File: src/rtl/pipe_stage_reg.sv
// Generic inter-stage pipeline register for the 5-stage core: stall hold, flush bubbles,
// exception merging with nullification, and bubbles that can keep PC/BD for EPC.
module pipe_stage_reg #(
    parameter int          DATA_W        = 96,
    parameter int          TNEW_W        = 2,
    parameter int          EXC_W         = 5,
    parameter int          TNEW_DEC      = 1,
    parameter bit          FLUSH_KEEP_PC = 1'b1,
    parameter logic [31:0] RESET_PC      = 32'h0000_3000
) (
    input  logic              clk,
    input  logic              reset,
    input  logic              stall,
    input  logic              flush,
    input  logic              valid_in,
    input  logic [31:0]       instr_in,
    input  logic [31:0]       pc_in,
    input  logic              bd_in,
    input  logic [DATA_W-1:0] payload_in,
    input  logic [4:0]        waddr_in,
    input  logic [TNEW_W-1:0] tnew_in,
    input  logic [EXC_W-1:0]  exc_in,
    input  logic [EXC_W-1:0]  exc_local,
    output logic [31:0]       instr_out,
    output logic [31:0]       pc_out,
    output logic [31:0]       pc8_out,
    output logic              bd_out,
    output logic [DATA_W-1:0] payload_out,
    output logic [4:0]        waddr_out,
    output logic [TNEW_W-1:0] tnew_out,
    output logic [EXC_W-1:0]  exc_out,
    output logic              valid_out,
    output logic              exc_pending
);

    localparam logic [TNEW_W-1:0] TNEW_DEC_L = TNEW_DEC[TNEW_W-1:0];

    logic [31:0]       instr_q, instr_d;
    logic [31:0]       pc_q, pc_d;
    logic              bd_q, bd_d;
    logic [DATA_W-1:0] payload_q, payload_d;
    logic [4:0]        waddr_q, waddr_d;
    logic [TNEW_W-1:0] tnew_q, tnew_d;
    logic [EXC_W-1:0]  exc_q, exc_d;
    logic              valid_q, valid_d;

    logic [EXC_W-1:0]  exc_m;
    logic [TNEW_W-1:0] tnew_sat;

    // The older stage's exception is the architecturally earlier one, so it wins.
    assign exc_m    = (exc_in != '0) ? exc_in : exc_local;
    assign tnew_sat = (tnew_in > TNEW_DEC_L) ? (tnew_in - TNEW_DEC_L) : '0;

    always_comb begin
        instr_d   = instr_q;
        pc_d      = pc_q;
        bd_d      = bd_q;
        payload_d = payload_q;
        waddr_d   = waddr_q;
        tnew_d    = tnew_q;
        exc_d     = exc_q;
        valid_d   = valid_q;
        if (flush) begin
            instr_d   = '0;
            payload_d = '0;
            waddr_d   = '0;
            tnew_d    = '0;
            exc_d     = '0;
            valid_d   = 1'b0;
            pc_d      = FLUSH_KEEP_PC ? pc_in : 32'h0;
            bd_d      = FLUSH_KEEP_PC ? bd_in : 1'b0;
        end else if (!stall) begin
            pc_d  = pc_in;
            bd_d  = bd_in;
            exc_d = exc_m;
            if (!valid_in) begin
                // Invalid slot still reports its exception so the fault is visible.
                instr_d   = '0;
                payload_d = '0;
                waddr_d   = '0;
                tnew_d    = '0;
                valid_d   = 1'b0;
            end else begin
                instr_d   = instr_in;
                payload_d = payload_in;
                valid_d   = 1'b1;
                // A faulting instruction must never be forwarded or written back.
                waddr_d   = (exc_m != '0) ? 5'd0 : waddr_in;
                tnew_d    = (exc_m != '0) ? '0   : tnew_sat;
            end
        end
    end

    always_ff @(posedge clk) begin
        if (reset) begin
            instr_q   <= '0;
            pc_q      <= RESET_PC;
            bd_q      <= 1'b0;
            payload_q <= '0;
            waddr_q   <= '0;
            tnew_q    <= '0;
            exc_q     <= '0;
            valid_q   <= 1'b0;
        end else begin
            instr_q   <= instr_d;
            pc_q      <= pc_d;
            bd_q      <= bd_d;
            payload_q <= payload_d;
            waddr_q   <= waddr_d;
            tnew_q    <= tnew_d;
            exc_q     <= exc_d;
            valid_q   <= valid_d;
        end
    end

    assign instr_out   = instr_q;
    assign pc_out      = pc_q;
    assign pc8_out     = pc_q + 32'd8;
    assign bd_out      = bd_q;
    assign payload_out = payload_q;
    assign waddr_out   = waddr_q;
    assign tnew_out    = tnew_q;
    assign exc_out     = exc_q;
    assign valid_out   = valid_q;
    assign exc_pending = valid_q & (exc_q != '0);

endmodule

File: config.mk
export PLATFORM = sky130hd
export DESIGN_NAME = pipe_stage_reg
export DESIGN_NICKNAME = d
export VERILOG_FILES = /design/src/rtl/pipe_stage_reg.sv
export SDC_FILE = /design/constraint.sdc
export NUM_CORES = 1
export LEC_CHECK = 0
export BUFFER_PORTS_ARGS = -buffer_cell sky130_fd_sc_hd__buf_4
export CAP_MARGIN = 20
export CORE_AREA = 2 2 153 155
export DETAILED_ROUTE_END_ITERATION = 16
export DIE_AREA = 0 0 155 157
export PLACE_DENSITY = 0.63
export SETUP_SLACK_MARGIN = 0.02
export SYNTH_ARGS = -nofsm -noshare
export SYNTH_HDL_FRONTEND = slang
export SYNTH_SLANG_ARGS = --single-unit
File: constraint.sdc
create_clock -name clk -period 1.9 [get_ports clk]
set_clock_uncertainty 0.1 [all_clocks]
set_input_delay 0.475 -clock clk [delete_from_list [all_inputs] [get_ports clk]]
set_output_delay 0.475 -clock clk [all_outputs]
set_load 0.02 [all_outputs]
==> results.txt, run 1 <==
The checks that failed: negative setup slack. The met3 layer usage reported by global route is 0.0597. STA classifies the critical path endpoint as an output pin. Based on the critical path, the design can be clocked at up to 0.405 GHz. The count of flip-flops with a built-in enable after synthesis came out at 0.

TritonCTS built the clock tree. The met2 track demand over resource in global routing is 0.326. Walking the worst path, the cells encountered are ha_4 -> nand3_4 -> or3_4 -> nor4_4 -> xor2_2 -> buf_6. The total number of nets in the final design is 1321.

The all-layer global routing usage is 0.188. The via count of the first global-routing pass is 6746. The global-route wire length before repair came out at 36300 µm. The cell family contributing the most delay on the critical path is simple AND/OR/NAND/NOR gates.

The largest net degree at the start of global routing came out at 75. The maximum vdd drop is 0.000577 V. The reported leakage power is 5.17 nW.

The number of warnings printed during yosys synthesis came out at 0. The wire length reported by the detailed router is 24200 µm. After synthesis, the mean cell area works out to 9.00 µm². After synthesis the netlist holds a flip-flop and latch count of 174.

The placed instances occupy a cell area of 10500 µm². The busiest layer in global routing is met2. The start point of the critical path is pc_out[4]. After detailed routing, the number of vias per cell comes to 4.76. The count of nets left with antenna violations once routing finished came out at 0. The total number of vias came out at 6835.

The largest total area in the synthesized netlist belongs to sky130_fd_sc_hd__dfxtp_1. The count of final hold-check violations is 0. The count of TritonRoute iterations in the first routing pass came out at 4. The data arrival time of the critical path came out at 1.90 ns. The die footprint is 24300 µm². For this design, the sink count on the clock tree is 174. The maximum fanout encountered on the critical timing path is 4.

The worst register-to-register path begins at pc_out[8]. The initial antenna violation count is 1. The time the worst path needs with I/O delays and setup is 2.47 ns. The stage delay of the slowest cell on the critical path came out at 0.37 ns. The core region is 22500 µm².

The sequential fraction of the synthesis area is 0.540. From synthesis to final layout, the design area changed by 76.4%. The total power consumption of the routed design came out at 0.00887 W. The clock tree synthesis step divided the H-tree into 4 levels. In the final routed layout, each cell accounts on average for 16.8 µm.

The synthesized netlist net count is 900. The share of cells above drive strength 1 is 0.503. The final count of pins violating max slew came out at 0. The most used flip-flop cell after synthesis is sky130_fd_sc_hd__dfxtp_1. The insertion delay of the later-clocked pin in the worst-skew pair came out at 0.41 ns. The critical path ends at pc8_out[31]. The post-detailed-route DRC marker count is 0.

The global placer's final weighted congestion came out at 0.846. The starting density of the core is 0.287. The global-route met1 utilization came out at 0.224.

The maximum buffer depth of the clock tree came out at 2. At the pin with the least slew margin, the transition time is 0.569 ns. The detailed router's first-iteration violation count came out at 314. In this run, distinct cell masters in the synthesized netlist total 37. Setup slack on the critical path of the routed design comes to -0.571 ns. The horizontal die dimension came out at 155 µm.

The required time of the critical path is 1.32 ns. By area the synthesized netlist is led by sky130_fd_sc_hd__dfxtp_1 54%, sky130_fd_sc_hd__a22oi_1 15%, sky130_fd_sc_hd__nor2_1 8.2%. For this design, the slowest cell found on the critical path is sky130_fd_sc_hd__dfxtp_4. The critical path is of the flip-flop to output pin type. The post-synth design cell area came out at 6450 µm². The number of standard cells after synthesis came out at 716.

The smallest hold slack is 0.173 ns. STA classifies the critical path startpoint as a flip-flop. The number of buffer and inverter stages on the critical path is 1.

The part of the cycle the worst path needs is 1.30. The fraction of registers with async set or reset after synthesis came out at 0. In this run the vertical extent of the chip is 157 µm.

The path type of the worst min-delay path is input port to flip-flop. In this run, post-CTS hold repair placed 0 buffers. The clock transition at the register clock pins on the worst setup and hold paths after CTS came out at 0.08 ns. The worst-case headroom to the max-slew limit came out at 0.620. The run finished, with violations left. The top-area cell type share of the netlist area came out at 0.540. In this run the power density over the cells is 780 nW/µm². The critical path runs through a total of 6 cells.

The number of I/O pins came out at 390. During placement, the flow inserted port buffers numbering 389. Summed over all layers, the global routing overflow is 0. The number of buffers inserted during clock tree synthesis is 17. The number of rows in the core area came out at 55. Clock tree synthesis selected as its root buffer the cell sky130_fd_sc_hd__clkbuf_16.

The slack of the worst reg-to-reg path came out at 0.94 ns. The reported max-cap violation count came out at 0. The final standard cell area without fillers came out at 11400 µm². The worst register-to-register path ends at pc_out[8].

Setup repair after global routing could not meet its margin everywhere. The number of antenna diodes in the final layout is 0. The final number of setup-violating endpoints is 28. The number of cells traversed by the worst register-to-register path is 4. For this run, the share of the core covered by cells in the final layout is 0.505. The HPWL after detailed placement came out at 18300 µm.
worst min path at each step:
stage / slack (ns) / depth (start not counted) / start / end
final: 0.17 / 3 / payload_in[47] / payload_out[47]
after global placement: 0.34 / 2 / bd_out / bd_out
after CTS: 0.15 / 3 / payload_in[47] / payload_out[47]
after global routing: 0.15 / 3 / payload_in[14] / payload_out[14]
after floorplan: 0.41 / 2 / pc_out[14] / pc_out[14]
after detailed placement: 0.36 / 2 / bd_out / bd_out
timing repair:
action,4_1_cts,5_1_grt
pin swaps,15,1
setup buffers,5,2
gates resized for setup,33,11
setup endpoints to repair,28,28
cell families (layout without fill, tap and decap cells):
group,Yosys count,count (layout),share of synthesized area
compound gates,170,170,0.186
xor+xnor,27,27,0.0367
fa+ha+maj,1,1,0.00194
buf+inv,63,497,0.0404
flops,174,174,0.540
simple gates,281,281,0.195
worst reg2reg max path: cells and delay by family (launching register included):
| family | cells | cell delay [ns] |
|---|---|---|
| DFF | 1 | 0.36 |
| buffers and inverters | 2 | 0.23 |
| AOI/OAI and AO/OA | 1 | 0.15 |
| and+or+nand+nor | 1 | 0.04 |
cell usage in the layout (no fill, tap or decap), types with 5 or more instances in the layout:
master / instances
sky130_fd_sc_hd__nor2_1: 137
sky130_fd_sc_hd__dfxtp_4: 14
sky130_fd_sc_hd__nand2_1: 72
sky130_fd_sc_hd__a21oi_1: 33
sky130_fd_sc_hd__xnor2_2: 13
sky130_fd_sc_hd__nand4_1: 7
sky130_fd_sc_hd__a22oi_1: 133
sky130_fd_sc_hd__nor3_1: 8
sky130_fd_sc_hd__clkbuf_16: 17
sky130_fd_sc_hd__clkinv_8: 6
sky130_fd_sc_hd__xor2_2: 6
sky130_fd_sc_hd__dfxtp_2: 9
sky130_fd_sc_hd__buf_6: 18
sky130_fd_sc_hd__nand3_4: 5
sky130_fd_sc_hd__buf_12: 12
sky130_fd_sc_hd__dfxtp_1: 151
sky130_fd_sc_hd__buf_4: 434
sky130_fd_sc_hd__nor2b_1: 5
layout make-up:
| class | count | area [µm²] |
|---|---|---|
| clock buffers | 17 | 425 |
| clock inverters | 15 | 215 |
| fillers | 2135 | 11100 |
| inverters | 1 | 3.75 |
| multi-input cells | 479 | 3120 |
| flip-flops and latches | 174 | 3550 |
| well taps | 285 | 357 |
| repair buffers | 464 | 3700 |
layer usage:
metal	wire length (µm)	vias up
met5	16	-
met2	12100	264
met4	398	2
met1	9890	3205
li1	-	3341
met3	1760	23
report_power, final:
group          switching [W]  internal [W]  total (W)
registers          0.0000678       0.00374    0.00381
clock network        0.00176       0.00194    0.00370
logic               0.000672      0.000687    0.00136
through the flow:
step	setup slack [ns]	TNS, ns	std cells
2_1_floorplan	-0.118	-0.723	716
3_3_place_gp	-0.133	-0.888	1396
3_5_place_dp	-0.143	-1.17	1396
4_1_cts	-0.609	-11.80	1433
5_1_grt	-0.651	-13.46	1435
6_report	-0.571	-11.11	1435
registers in the layout, indices dropped and copies added, names as in the netlist:
signal / cells
waddr_out: 5
exc_out: 5
payload_out: 96
valid_out: 1
tnew_out: 2
pc_out: 32
instr_out: 32
bd_out: 1
Yosys cell counts, types with 2 or more instances:
master                       n
sky130_fd_sc_hd__nor2b_1     7
sky130_fd_sc_hd__a22oi_1   133
sky130_fd_sc_hd__nor2_1    140
sky130_fd_sc_hd__and3_2      2
sky130_fd_sc_hd__clkbuf_1   48
sky130_fd_sc_hd__buf_4       3
sky130_fd_sc_hd__nand2_1    76
sky130_fd_sc_hd__nand4_1     7
sky130_fd_sc_hd__nand3_1     9
sky130_fd_sc_hd__buf_2      10
sky130_fd_sc_hd__and4_1      5
sky130_fd_sc_hd__xor2_1      9
sky130_fd_sc_hd__and3_1      4
sky130_fd_sc_hd__a21oi_1    33
sky130_fd_sc_hd__nor3b_1     2
sky130_fd_sc_hd__nand3b_1    3
sky130_fd_sc_hd__xnor2_1    18
sky130_fd_sc_hd__a311oi_1    2
sky130_fd_sc_hd__nand2b_1    3
sky130_fd_sc_hd__or3_1       2
sky130_fd_sc_hd__nor3_1     11
sky130_fd_sc_hd__dfxtp_1   174
Note: power is estimated with default switching activity, not from simulation.
==> run 2: changes to the inputs <==
--- a/config.mk
+++ b/config.mk
@@ -11,6 +11,7 @@
 export DETAILED_ROUTE_END_ITERATION = 16
 export DIE_AREA = 0 0 155 157
 export PLACE_DENSITY = 0.63
+export REMOVE_ABC_BUFFERS = 1
 export SETUP_SLACK_MARGIN = 0.02
 export SYNTH_ARGS = -nofsm -noshare
 export SYNTH_HDL_FRONTEND = slang
==> run 2 against run 1 <==
The run still ends with negative setup slack left. Hold slack barely moved. Sequential share of layout area rose by 0.072 points. Critical path type unchanged. Register-to-register slack lost 0.09 ns. Wire length increased by 0.12%. Sequential cell count is the same.
==> results.txt, run 2 (synthesized netlist as in run 1, its figures left out) <==
The count of non-filler cells in the finished layout is 1438 (+0.21%). The net load switching power is 0.00244 W (-2.6%). The post-detailed-route DRC marker count is 0 (unchanged). The global-route wire length before repair is 35300 µm (-2.6%). The number of I/O pins is 390 (unchanged). The total number of vias came out at 6897 (+0.91%). The worst register-to-register path ends at pc_out[3]. The wire length reported by the detailed router is 24200 µm (+0.12%).

The number of clock sinks came out at 174 (unchanged). The maximum buffer depth of the clock tree is 2 (unchanged). The remaining antenna violation count came out at 0 (unchanged). The critical setup path kind is flip-flop to output pin. The count of TritonRoute iterations in the first routing pass was 4 (unchanged). The maximum fanout encountered on the critical timing path came to 4 (unchanged). The fraction of power consumed by the clock network is 0.405 (-0.012).

The post-detailed-route via-to-cell ratio is 4.80 (+0.70%). The total negative slack came out at -11.95 ns (-0.840 ns). The part of the cycle the worst path needs came out at 1.30 (-0.00414).

TritonCTS built the clock tree. The post-place setup slack was -0.317 ns (-0.174 ns). The number of flip-flops in the largest register is 96 (unchanged). The startpoint kind of the worst setup timing path is a flip-flop.

The all-layer global routing usage is 0.183 (-0.00461). The number of H-tree levels is 4 (unchanged). The number of cells traversed by the worst register-to-register path came out at 5 (+1). The global placer's final weighted congestion came out at 0.851 (+0.67%).

The number of placed instances with taps included came to 1390 (-0.43%). The die height came out at 157 µm (unchanged). The reported max-cap violation count came out at 0 (unchanged). Leaving out fill and tap cells, the most frequent cells in the layout are 436 x sky130_fd_sc_hd__buf_4, 157 x sky130_fd_sc_hd__dfxtp_1, 137 x sky130_fd_sc_hd__nor2_1, 133 x sky130_fd_sc_hd__a22oi_1, 71 x sky130_fd_sc_hd__nand2_1. The die footprint is 24300 µm² (unchanged). The switching share of power came out at 0.281 (-0.00115). The total overflow reported by the global router is 0 (unchanged). The area added between synthesis and finish came out at 74.1%.

The time the worst path needs with I/O delays and setup came out at 2.46 ns (-0.00786 ns). The final number of setup-violating endpoints is 28 (unchanged). The number of inserted diodes is 0 (unchanged). The highest metal layer carrying signal wires in the routed design is met4. The wire length on met2 came out at 12000 µm (-1.1%). The worst-case headroom to the max-slew limit is 0.682 (+0.0611). The maximum vdd drop is 0.000525 V (-9.0%). The detailed router's first-iteration violation count came to 351 (+12%). The required time of the critical path is 1.32 ns (about the same).

The most common cell after layout, fill and taps aside is sky130_fd_sc_hd__buf_4. The initial antenna violation count is 0 (-1). The portion of total power attributed to sequential cells came out at 0.440 (+0.010).

The number of rows in the core area came out at 55 (unchanged). The horizontal die dimension came out at 155 µm (unchanged). The worst hold path terminates at payload_out[19]. The sum of met3 wire segment lengths after detailed routing is 2000 µm (+14%). The largest net degree at the start of global routing is 100 (+33%). The power density normalized to cell area came out at 773 nW/µm² (-0.92%). The highest clock frequency the design can meet is 0.406 GHz (+0.32%). The smallest setup slack after layout is -0.564 ns (+0.00786 ns). The internal power is 0.00624 W (-2.0%).

The average routed wire per standard cell was 16.8 µm (about the same). The detailed-route wire length on metal 1 is 9760 µm (-1.4%). The insertion delay of the later-clocked pin in the worst-skew pair came out at 0.41 ns (about the same).

The worst setup path is captured at an output pin. The total number of nets in the final design was 1324 (+0.23%). The final standard cell area without fillers is 11200 µm² (-1.3%). The worst hold path stage count is 3 (unchanged). The share of cells above drive strength 1 is 0.489 (-0.0134). The placeable core region is 22500 µm² (unchanged). The transition at the pin with the smallest max-transition slack came to 0.478 ns (-0.0916 ns).

In this run the worst hold path is classified as input port to flip-flop. Setup repair after global routing could not meet its margin everywhere. The number of buffers inserted during clock tree synthesis came out at 17 (unchanged). The run finished, with violations left. The starting density of the core came out at 0.287 (unchanged). The via count of the first global-routing pass is 6466 (-4.2%).

The critical register-to-register path startpoint is pc_out[3]. The count of final hold-check violations came out at 0 (unchanged). The final reports fail on negative setup slack. The cell chosen for the clock root is sky130_fd_sc_hd__clkbuf_16. The share of power burned in combinational logic is 0.155 (+0.002).

The HPWL after detailed placement is 17300 µm (-5.0%). The slack of the worst reg-to-reg path came out at 0.85 ns (-0.09 ns). The total power consumption of the routed design is 0.00868 W (-2.2%). The clock transition at the register clock pins on the worst setup and hold paths after CTS was 0.08 ns (about the same). The instance area after placement came out at 10100 µm² (-3.8%). The count of hold-fix buffers inserted at cts is 0 (unchanged). The number of buffer cells added on primary ports is 389 (unchanged).

The final count of pins violating max slew is 0 (unchanged). The data arrival time of the critical path is 1.89 ns (about the same). The worst hold path begins at payload_in[19]. The reported leakage power came out at 5.17 nW (about the same).
-- run 2: changes by cell type in the layout (fill, tap and decap cells not counted), moves of 4 or more --
cell / delta
sky130_fd_sc_hd__xor2_1: +5
sky130_fd_sc_hd__dfxtp_2: +6
sky130_fd_sc_hd__dfxtp_1: +6
sky130_fd_sc_hd__xnor2_1: +6
sky130_fd_sc_hd__dfxtp_4: -12
sky130_fd_sc_hd__xor2_2: -5
sky130_fd_sc_hd__xnor2_4: -4
-- run 2: what timing repair did --
item                                   in CTS  in global routing
pin swaps                                  32                 29
buffers inserted                            8                 10
endpoints found under the hold margin       0                  0
setup endpoints to repair                  28                 28
resized for setup                          54                 45
-- run 2: final cells by class --
cell class,instances,area (µm²)
timing repair buffer,467,3710
inverter,1,3.75
sequential,174,3510
fill,2091,11300
tap,285,357
multi-input combinational,479,3040
clock inverter,14,168
clock buffer,18,439
-- run 2: how the worst max path moves through the flow --
stage	startpoint	to	cells after the start
2_1_floorplan	stall	instr_out[0]	3
5_1_grt	pc_out[4]	pc8_out[15]	8
3_3_place_gp	pc_out[3]	pc8_out[15]	8
4_1_cts	pc_out[16]	pc8_out[29]	6
6_report	pc_out[4]	pc8_out[26]	7
3_5_place_dp	pc_out[3]	pc8_out[15]	8
-- run 2: power groups by stage --
stage	Sequential [W]	Clock [W]	Combinational, W
after floorplan	0.00404	0	0.000345
after global placement	0.00389	0	0.00129
after detailed placement	0.00389	0	0.00130
after CTS	0.00382	0.00362	0.00133
after global routing	0.00383	0.00377	0.00144
final	0.00382	0.00351	0.00134
-- run 2: stage by stage --
stage	utilization	hold WS, ns
floorplan	-	0.424
global placement	0.448	0.339
detailed placement	0.448	0.351
CTS	0.487	0.155
global route	0.499	0.153
finish	0.499	0.174
-- run 2: metal layers --
| metal | GRT usage | vias to the layer above |
|---|---|---|
| met5 | 0 | - |
| met2 | 0.305 | 278 |
| met1 | 0.221 | 3251 |
| li1 | - | 3343 |
| met4 | 0.0617 | 0 |
| met3 | 0.0625 | 25 |
-- run 2: critical path: stages, from the launching register on --
cell	delay [ns]
sky130_fd_sc_hd__dfxtp_4	0.37
sky130_fd_sc_hd__buf_6	0.10
sky130_fd_sc_hd__nand4_1	0.17
sky130_fd_sc_hd__nor2_2	0.24
sky130_fd_sc_hd__buf_6	0.17
sky130_fd_sc_hd__nand4_1	0.10
sky130_fd_sc_hd__xnor2_1	0.17
sky130_fd_sc_hd__buf_4	0.16
